`src/rtl/me_sad_search_engine_if.sv`:
```
// Handshake and memory-port bundle for me_sad_search_engine.
// The master side drives start and the memory read data; the slave side is the engine.
interface me_sad_search_engine_if #(
    parameter int unsigned PIX_W  = 8,
    parameter int unsigned BLK    = 16,
    parameter int unsigned SRCH   = 16,
    parameter int unsigned DIST_W = 16
);
    localparam int unsigned SW   = BLK + SRCH - 1;
    localparam int unsigned R_AW = (BLK * BLK > 1) ? $clog2(BLK * BLK) : 1;
    localparam int unsigned S_AW = (SW * SW > 1) ? $clog2(SW * SW) : 1;
    localparam int unsigned MV_W = (SRCH > 1) ? $clog2(SRCH) : 1;

    logic              start;
    logic              busy;
    logic              completed;
    logic [R_AW-1:0]   addr_r;
    logic [PIX_W-1:0]  r_data;
    logic [S_AW-1:0]   addr_s;
    logic [PIX_W-1:0]  s_data;
    logic [DIST_W-1:0] best_dist;
    logic [MV_W-1:0]   motion_x;
    logic [MV_W-1:0]   motion_y;

    modport master (
        output start, r_data, s_data,
        input  busy, completed, addr_r, addr_s, best_dist, motion_x, motion_y
    );

    modport slave (
        input  start, r_data, s_data,
        output busy, completed, addr_r, addr_s, best_dist, motion_x, motion_y
    );
endinterface

```
`src/rtl/me_sad_search_engine.sv`:
```
// Full-search block-matching motion estimator: one pixel per cycle, saturating SAD, earliest-minimum wins.
// Optional macro ME_EARLY_TERM_EN aborts a candidate as soon as its partial SAD reaches the current best.
module me_sad_search_engine #(
    parameter int unsigned PIX_W  = 8,
    parameter int unsigned BLK    = 16,
    parameter int unsigned SRCH   = 16,
    parameter int unsigned DIST_W = 16
) (
    input logic                   clk,
    input logic                   rst_n,
    me_sad_search_engine_if.slave bus
);
    localparam int unsigned SW    = BLK + SRCH - 1;
    localparam int unsigned R_AW  = (BLK * BLK > 1) ? $clog2(BLK * BLK) : 1;
    localparam int unsigned S_AW  = (SW * SW > 1) ? $clog2(SW * SW) : 1;
    localparam int unsigned MV_W  = (SRCH > 1) ? $clog2(SRCH) : 1;
    localparam int unsigned PC_W  = (BLK > 1) ? $clog2(BLK) : 1;
    localparam int unsigned SUM_W = DIST_W + 1;

    localparam logic [PC_W-1:0]   BLK_LAST = PC_W'(BLK - 1);
    localparam logic [MV_W-1:0]   MV_LAST  = MV_W'(SRCH - 1);
    localparam logic [DIST_W-1:0] DIST_MAX = {DIST_W{1'b1}};

    typedef enum logic [2:0] {S_IDLE, S_RUN, S_DRAIN, S_CMP, S_DONE} state_e;

    typedef struct packed {
        logic [MV_W-1:0] y;
        logic [MV_W-1:0] x;
        logic [PC_W-1:0] i;
        logic [PC_W-1:0] j;
    } pos_t;

    typedef struct packed {
        logic            vld;
        logic            first_pix;
        logic            last_pix;
        logic [MV_W-1:0] mx;
        logic [MV_W-1:0] my;
    } meta_t;

    state_e            state_q, state_d;
    pos_t              pos_q, pos_d;
    meta_t             s1_q, s1_d, s2_q, s2_d;
    logic [DIST_W-1:0] acc_q, acc_d;
    logic [DIST_W-1:0] best_q, best_d;
    logic [MV_W-1:0]   bmx_q, bmx_d, bmy_q, bmy_d;
    logic              busy_q, busy_d;
    logic              completed_q, completed_d;
    logic [DIST_W-1:0] best_dist_q, best_dist_d;
    logic [MV_W-1:0]   motion_x_q, motion_x_d, motion_y_q, motion_y_d;
    logic [R_AW-1:0]   addr_r_q, addr_r_d;
    logic [S_AW-1:0]   addr_s_q, addr_s_d;

    logic              abort;
    logic              issue_en;
    pos_t              issue;
    logic [PIX_W-1:0]  diff;
    logic [SUM_W-1:0]  sum;

    // Scan order: j fastest, then i, then x, then y.
    function automatic pos_t pos_inc(input pos_t p);
        pos_t n;
        n = p;
        if (p.j != BLK_LAST) begin
            n.j = p.j + PC_W'(1);
        end else begin
            n.j = '0;
            if (p.i != BLK_LAST) begin
                n.i = p.i + PC_W'(1);
            end else begin
                n.i = '0;
                if (p.x != MV_LAST) begin
                    n.x = p.x + MV_W'(1);
                end else begin
                    n.x = '0;
                    n.y = p.y + MV_W'(1);
                end
            end
        end
        return n;
    endfunction

    function automatic logic pos_is_last(input pos_t p);
        return (p.j == BLK_LAST) && (p.i == BLK_LAST) && (p.x == MV_LAST) && (p.y == MV_LAST);
    endfunction

    function automatic logic [R_AW-1:0] r_addr(input pos_t p);
        return R_AW'(32'(p.i) * BLK + 32'(p.j));
    endfunction

    function automatic logic [S_AW-1:0] s_addr(input pos_t p);
        return S_AW'((32'(p.i) + 32'(p.y)) * SW + 32'(p.j) + 32'(p.x));
    endfunction

    always_comb begin
        state_d     = state_q;
        pos_d       = pos_q;
        s1_d        = s1_q;
        s1_d.vld    = 1'b0;
        s2_d        = s1_q;
        acc_d       = acc_q;
        best_d      = best_q;
        bmx_d       = bmx_q;
        bmy_d       = bmy_q;
        busy_d      = (state_q == S_RUN) || (state_q == S_DRAIN) || (state_q == S_CMP);
        completed_d = completed_q;
        best_dist_d = best_dist_q;
        motion_x_d  = motion_x_q;
        motion_y_d  = motion_y_q;
        addr_r_d    = addr_r_q;
        addr_s_d    = addr_s_q;
        abort       = 1'b0;
        issue_en    = 1'b1;
        issue       = pos_q;
        diff        = '0;
        sum         = '0;

        // Stage 2: accumulate the pixel returned by memory and close out finished candidates.
        if (s2_q.vld) begin
            diff  = (bus.r_data > bus.s_data) ? (bus.r_data - bus.s_data) : (bus.s_data - bus.r_data);
            sum   = SUM_W'(diff) + (s2_q.first_pix ? SUM_W'(0) : SUM_W'(acc_q));
            acc_d = sum[DIST_W] ? DIST_MAX : sum[DIST_W-1:0];
            if (s2_q.last_pix && (acc_d < best_q)) begin
                best_d = acc_d;
                bmx_d  = s2_q.mx;
                bmy_d  = s2_q.my;
            end
`ifdef ME_EARLY_TERM_EN
            abort = !s2_q.last_pix && !((s2_q.mx == '0) && (s2_q.my == '0)) && (acc_d >= best_q);
`endif
        end
        if (abort) begin
            s2_d.vld = 1'b0;
        end

        case (state_q)
            S_IDLE: begin
                if (bus.start) begin
                    state_d     = S_RUN;
                    pos_d       = '0;
                    completed_d = 1'b0;
                    best_d      = DIST_MAX;
                    bmx_d       = '0;
                    bmy_d       = '0;
                end
            end
            S_RUN: begin
                if (abort) begin
                    if ((s2_q.mx == MV_LAST) && (s2_q.my == MV_LAST)) begin
                        issue_en = 1'b0;
                        state_d  = S_DRAIN;
                    end else begin
                        issue   = '0;
                        issue.x = (s2_q.mx == MV_LAST) ? '0 : s2_q.mx + MV_W'(1);
                        issue.y = (s2_q.mx == MV_LAST) ? s2_q.my + MV_W'(1) : s2_q.my;
                    end
                end
                if (issue_en) begin
                    addr_r_d       = r_addr(issue);
                    addr_s_d       = s_addr(issue);
                    s1_d.vld       = 1'b1;
                    s1_d.first_pix = (issue.i == '0) && (issue.j == '0);
                    s1_d.last_pix  = (issue.i == BLK_LAST) && (issue.j == BLK_LAST);
                    s1_d.mx        = issue.x;
                    s1_d.my        = issue.y;
                    pos_d          = pos_inc(issue);
                    if (pos_is_last(issue)) begin
                        state_d = S_DRAIN;
                    end
                end
            end
            S_DRAIN: state_d = S_CMP;
            S_CMP:   state_d = S_DONE;
            S_DONE: begin
                state_d     = S_IDLE;
                completed_d = 1'b1;
                best_dist_d = best_q;
                motion_x_d  = bmx_q;
                motion_y_d  = bmy_q;
            end
            default: state_d = S_IDLE;
        endcase
    end

    always_ff @(posedge clk or negedge rst_n) begin
        if (!rst_n) begin
            state_q     <= S_IDLE;
            pos_q       <= '0;
            s1_q        <= '0;
            s2_q        <= '0;
            acc_q       <= '0;
            best_q      <= DIST_MAX;
            bmx_q       <= '0;
            bmy_q       <= '0;
            busy_q      <= 1'b0;
            completed_q <= 1'b0;
            best_dist_q <= DIST_MAX;
            motion_x_q  <= '0;
            motion_y_q  <= '0;
            addr_r_q    <= '0;
            addr_s_q    <= '0;
        end else begin
            state_q     <= state_d;
            pos_q       <= pos_d;
            s1_q        <= s1_d;
            s2_q        <= s2_d;
            acc_q       <= acc_d;
            best_q      <= best_d;
            bmx_q       <= bmx_d;
            bmy_q       <= bmy_d;
            busy_q      <= busy_d;
            completed_q <= completed_d;
            best_dist_q <= best_dist_d;
            motion_x_q  <= motion_x_d;
            motion_y_q  <= motion_y_d;
            addr_r_q    <= addr_r_d;
            addr_s_q    <= addr_s_d;
        end
    end

    assign bus.busy      = busy_q;
    assign bus.completed = completed_q;
    assign bus.best_dist = best_dist_q;
    assign bus.motion_x  = motion_x_q;
    assign bus.motion_y  = motion_y_q;
    assign bus.addr_r    = addr_r_q;
    assign bus.addr_s    = addr_s_q;

endmodule

```
`src/flat_wrapper.sv`:
```
// flat-port wrapper written by rule: the top's interface ports become plain ports
module me_sad_search_engine_flat 
#(
    parameter int unsigned PIX_W  = 8,
    parameter int unsigned BLK    = 16,
    parameter int unsigned SRCH   = 16,
    parameter int unsigned DIST_W = 16
)
  (clk, rst_n, bus_start, bus_r_data, bus_s_data, bus_busy, bus_completed, bus_addr_r, bus_addr_s, bus_best_dist, bus_motion_x, bus_motion_y);
  me_sad_search_engine_if #(.PIX_W(PIX_W), .BLK(BLK), .SRCH(SRCH), .DIST_W(DIST_W)) bus_i ();
  input logic clk;
  input logic rst_n;
  input wire logic [$bits(bus_i.start)-1:0] bus_start;
  input wire logic [$bits(bus_i.r_data)-1:0] bus_r_data;
  input wire logic [$bits(bus_i.s_data)-1:0] bus_s_data;
  output wire logic [$bits(bus_i.busy)-1:0] bus_busy;
  output wire logic [$bits(bus_i.completed)-1:0] bus_completed;
  output wire logic [$bits(bus_i.addr_r)-1:0] bus_addr_r;
  output wire logic [$bits(bus_i.addr_s)-1:0] bus_addr_s;
  output wire logic [$bits(bus_i.best_dist)-1:0] bus_best_dist;
  output wire logic [$bits(bus_i.motion_x)-1:0] bus_motion_x;
  output wire logic [$bits(bus_i.motion_y)-1:0] bus_motion_y;
  assign bus_i.start = bus_start;
  assign bus_i.r_data = bus_r_data;
  assign bus_i.s_data = bus_s_data;
  assign bus_busy = bus_i.busy;
  assign bus_completed = bus_i.completed;
  assign bus_addr_r = bus_i.addr_r;
  assign bus_addr_s = bus_i.addr_s;
  assign bus_best_dist = bus_i.best_dist;
  assign bus_motion_x = bus_i.motion_x;
  assign bus_motion_y = bus_i.motion_y;
  me_sad_search_engine #(.PIX_W(PIX_W), .BLK(BLK), .SRCH(SRCH), .DIST_W(DIST_W)) u_core (.clk(clk), .rst_n(rst_n), .bus(bus_i));
endmodule
```
`config.mk`:
```
export PLATFORM = sky130hd
export DESIGN_NAME = me_sad_search_engine_flat
export DESIGN_NICKNAME = d
export VERILOG_FILES = /design/src/rtl/me_sad_search_engine_if.sv /design/src/rtl/me_sad_search_engine.sv /design/src/flat_wrapper.sv
export SDC_FILE = /design/constraint.sdc
export NUM_CORES = 1
export LEC_CHECK = 0
export BUFFER_PORTS_ARGS = -buffer_cell sky130_fd_sc_hd__buf_2
export CORE_ASPECT_RATIO = 0.75
export CORE_UTILIZATION = 40
export CTS_CLUSTER_SIZE = 12
export DETAILED_ROUTE_END_ITERATION = 8
export SLEW_MARGIN = 15
export SYNTH_ARGS = -nofsm -noshare
export SYNTH_HDL_FRONTEND = slang
export SYNTH_SLANG_ARGS = --single-unit
```
`constraint.sdc`:
```
create_clock -name clk -period 7.6 [get_ports clk]
set_clock_uncertainty 0.05 [all_clocks]
set_input_delay 0.76 -clock clk [delete_from_list [all_inputs] [get_ports clk]]
set_output_delay 0.76 -clock clk [all_outputs]
set_load 0.02 [all_outputs]
```
==> impl.org <==
** Timing
- For the pin with the worst max-slew slack, the measured transition is 0.946 ns.
- Max-slew headroom at the worst pin :: 36.9%
- Count of pins over their slew limit :: 0
- After layout, the minimum clock period comes to 6.35 ns.
- Setup Total Neg Slack :: 0 ns
- Timing would allow up to 157 MHz.
- Setup violations remaining at the end of the flow were counted as 0.
- Final hold violation count :: 0
- Unrepaired setup endpoints after global routing :: no
- Final worst-path cycle share :: 83.6%
- Worst slack on hold paths :: 0.303 ns

** Logic synthesis
- After synthesis, the largest area contributor takes up 30.3% of total cell area.
- After synthesis, the largest family of logic cells by area is adder cells.
- Synthesis handed over a netlist of 772 instances.
- Summing every instance area after synthesis gives between 7000 and 8000 um^2.
- Mux contribution to synthesized area :: approximately 6.3%
- Most frequently used flop master after synthesis :: dfrtp_1
- Proportion of synthesized chip area in sequential cells :: roughly two fifths
- In this run, synthesis produced a sequential element count of 125.
- Top cells by area, synth :: dfrtp_1, ha_1, dfstp_2, mux2_2, fa_1
- Yosys printed 0 warnings.
- After synthesis, the netlist uses 57 different library cells.
- When the netlist entered floorplanning its net count stood at 887.
- Number of synthesized flops with an enable pin :: 0
- Adder-Cell Fraction of Synth Area :: 17.5%
- The biggest area contributor in the post-synthesis netlist is dfrtp_1.
- The synthesized netlist devotes 13.0% of its cell area to compound gates.
- After Yosys synthesis, XOR and XNOR cells account for 3.31% of the synthesized area.
- Per-instance average area after synthesis :: 9.95 um^2
- In the synthesized netlist the async set-or-reset flop fraction comes to 100%.
- After Yosys synthesis, and, or, nand and nor cells account for roughly an eighth of the synthesized area.

** Flow run
- Max-cap violations :: 0

** Layout
- Net count of the finished layout :: between 900 and 1000
- In the layout the commonest cells are nand2_1, dfrtp_1, inv_1.
- Synth-to-Final Area Change :: 15.0%
- In the final layout, the multi-input gates occupy 4070 um^2.
- Sequential standard cell area :: 3170 um^2
- The post-route netlist has 20.5% of its cells at a drive strength greater than 1.
- The repair_antennas step left the layout with diodes totalling 0.
- Fill cells in the final layout number roughly 1800.
- The library cell used most frequently in the layout, excluding fill and tap cells, is nand2_1.

** Global route
- Global routing consumed, over all layers together, 17.5% of the routing resources.
- Grt total ovfl :: 0
- Via count of the first global-routing pass :: 5235
- The first global-routing pass estimated 27000 um of wire.
- Antenna violations before repair :: 0
- Met2 GRT Util :: 22.6%
- Met3 Use GR :: 3.64%
- met1 is the most crowded layer.
- Global routing consumed, on the met1 layer, 28.2% of the routing resources.
- Largest net degree at the start of global routing :: 65

** Clock tree
- CTS tree :: built
- The number of hold buffers added after CTS was 0.
- The number of gates resized after CTS was 0.
- Clock latency reported for the late side of the worst-skew pair :: 0.42 ns
- Total clock sinks :: around 130
- H-tree depth :: 4
- After clock tree synthesis, the clock-pin slew on the worst setup and hold paths is 0.05 ns.
- TritonCTS created 17 clock buffers.
- In this run the clock root is driven by a clkbuf_16.
- Postcts setup bufs :: 0
- The clock passes through at most 2 buffers.

** Setup path
- STA classifies the critical path startpoint as an input port.
- In this run the worst path has a maximum fanout of 44.
- The worst register-to-register path has a depth of 19.
- Endpoint class of the critical path :: flip-flop
- On the worst path, the slowest cell contributes a delay of 0.50 ns.
- The worst register-to-register path has a setup slack of 2.21 ns.
- The slowest stage of the critical path belongs to the cell and2_1.
- The critical path runs through a total of 27 cells.
- Worst path required time :: slightly below 8 ns
- Arrival time at the worst endpoint :: 6.63 ns
- Kind of critical path :: in -> reg
- Worst setup startpoint :: bus_r_data[0]
- Largest delay share family, worst path :: compound AO/OA/AOI/OAI gates
- CP bufs+invs :: 5
- In this run the critical register-to-register path is launched from u_core.issue[12]$_DFFE_PN0P_.
- Reg2Reg Capture Point :: u_core.bus.addr_s[9]$_DFFE_PN0P_
- Following the worst setup path forward leads to its endpoint at u_core.best_q[1]$_DFF_PN1_.

** Pwr
- PwrDens :: 361 nW/um^2
- Worst IR drop on VDD :: 0.000262 V
- Reported leakage power :: 4.38 nW

** Routing
- DRT antenna net count :: 0
- After detailed routing, the average wire length per cell comes to 14.4 um.
- After detailed routing, the number of vias per cell comes to ~5.
- For this run, design rule violations remaining after detail routing come to 0.
- For this block, the via count after detailed routing is 5439.
- The first TritonRoute pass finished after 4 iterations.
- Post-detailed-routing wire length :: 15700 um
- The detailed router finished its first iteration with 296 violations.

** Placement
- At the end of routability-driven placement, the weighted congestion stood at 0.806.
- Number of port buffers :: 62
- The wire-length estimate of the detail-placed layout is 11300 um.

** Floorplan
- The floorplan has 43 rows.
- The floorplan step set the die height to 122 um.
- The core region is 18600 um^2.
- Floorplan die area :: 19800 um^2
- The initial utilization of the core area, before any placement, comes to 41.2%.
- For this design the top-level I/O count stands at 63.
- Floorplan die width :: between 150 and 200 um

** Outcome
- Result of the run :: finished, final reports clean

** Hold path
- Worst min-delay path category :: reg -> reg
==> stage by stage <==
| stage | instance area [um^2] | setup slack (ns) | std cells | power, mW | util, % |
|---|---|---|---|---|---|
| floorplan | 7680 | 1.80 | 772 | 2.03 | - |
| detailed placement | 8220 | 0.897 | 1058 | 2.36 | 44.2 |
| global placement | 8220 | 1.02 | 1058 | 2.35 | 44.2 |
| finish | 8830 | 1.25 | 1090 | 3.18 | 47.4 |
| CTS | 8830 | 1.27 | 1090 | 3.22 | 47.4 |
| global route | 8830 | 0.718 | 1090 | 3.47 | 47.4 |
==> synthesized netlist by cell type, drive strengths merged (8+ instances only) <==
master	number
nor3	16
dfrtp	93
inv	82
a21oi	37
nand4	10
nand2	94
ha	77
a21o	18
buf	8
o21ai	54
o211ai	12
xor2	16
nand3	20
dfstp	32
nor2b	13
fa	19
nor2	30
mux2i	8
mux2	36
clkbuf	22
a31oi	10
xnor2	13
==> registers in the layout, indices dropped and copies added, names as in the netlist <==
name	cells
u_core.bmx_q	4
u_core.bus.best_dist	16
u_core.bus.completed	1
u_core.s1_q	11
u_core.state_q	3
u_core.bus.addr_s	10
u_core.best_q	16
u_core.bus.addr_r	8
u_core.bus.busy	1
u_core.acc_q	16
u_core.bus.motion_y	4
u_core.s2_q	11
u_core.issue	16
u_core.bmy_q	4
u_core.bus.motion_x	4
==> worst register-to-register path: cells and delay by family, from the launching register on <==
family	cells	cell delay (ns)
buffers and inverters	4	0.39
AO/OA/AOI/OAI	6	1.18
flip-flops	1	0.45
XOR/XNOR	2	0.49
adder cells (fa/ha/maj)	7	2.69
==> final cells by class <==
class                   count  share of cell area, %
flip-flops and latches    125                   35.9
multi-input cells         535                   46.2
clock buffers              23                   5.30
inverters                  82                   3.49
repair buffers             69                   4.14
well taps                 247                   3.50
clock inverters             9                   1.53
==> where the power goes <==
part	switching [mW]	internal, mW
clock network	0.295	0.534
logic	0.839	0.664
registers	0.0666	0.786
total	1.20	1.98
==> kinds of logic (layout without fill, tap and decap cells) <==
logic type                 after synthesis  in the layout
DFF                                    125            125
adders and majority gates               96             96
xor gates and xnor gates                29             29
muxes                                   44             44
and+or+nand+nor                        208            208
AOI/OAI and AO/OA                      158            158
buffers and inverters                  112            183
==> metal layers <==
layer	wire (um)	share of wire, %	vias up
li1	-	-	2762
met2	6140	39	97
met4	96	0.61	0
met1	8830	56	2571
met3	635	4.0	9
met5	0	0	-
==> worst min path at each step <==
stage	startpoint	end	slack, ns	depth (start not counted)
3_5_place_dp	u_core.s1_q[10]$_DFF_PN0_	u_core.s2_q[10]$_DFF_PN0_	0.29	0
2_1_floorplan	u_core.s1_q[10]$_DFF_PN0_	u_core.s2_q[10]$_DFF_PN0_	0.28	0
6_report	u_core.s1_q[10]$_DFF_PN0_	u_core.s2_q[10]$_DFF_PN0_	0.30	0
3_3_place_gp	u_core.s1_q[10]$_DFF_PN0_	u_core.s2_q[10]$_DFF_PN0_	0.29	0
5_1_grt	u_core.s1_q[10]$_DFF_PN0_	u_core.s2_q[10]$_DFF_PN0_	0.32	0
4_1_cts	u_core.s1_q[10]$_DFF_PN0_	u_core.s2_q[10]$_DFF_PN0_	0.31	0
(Power assumes the default switching activity.)
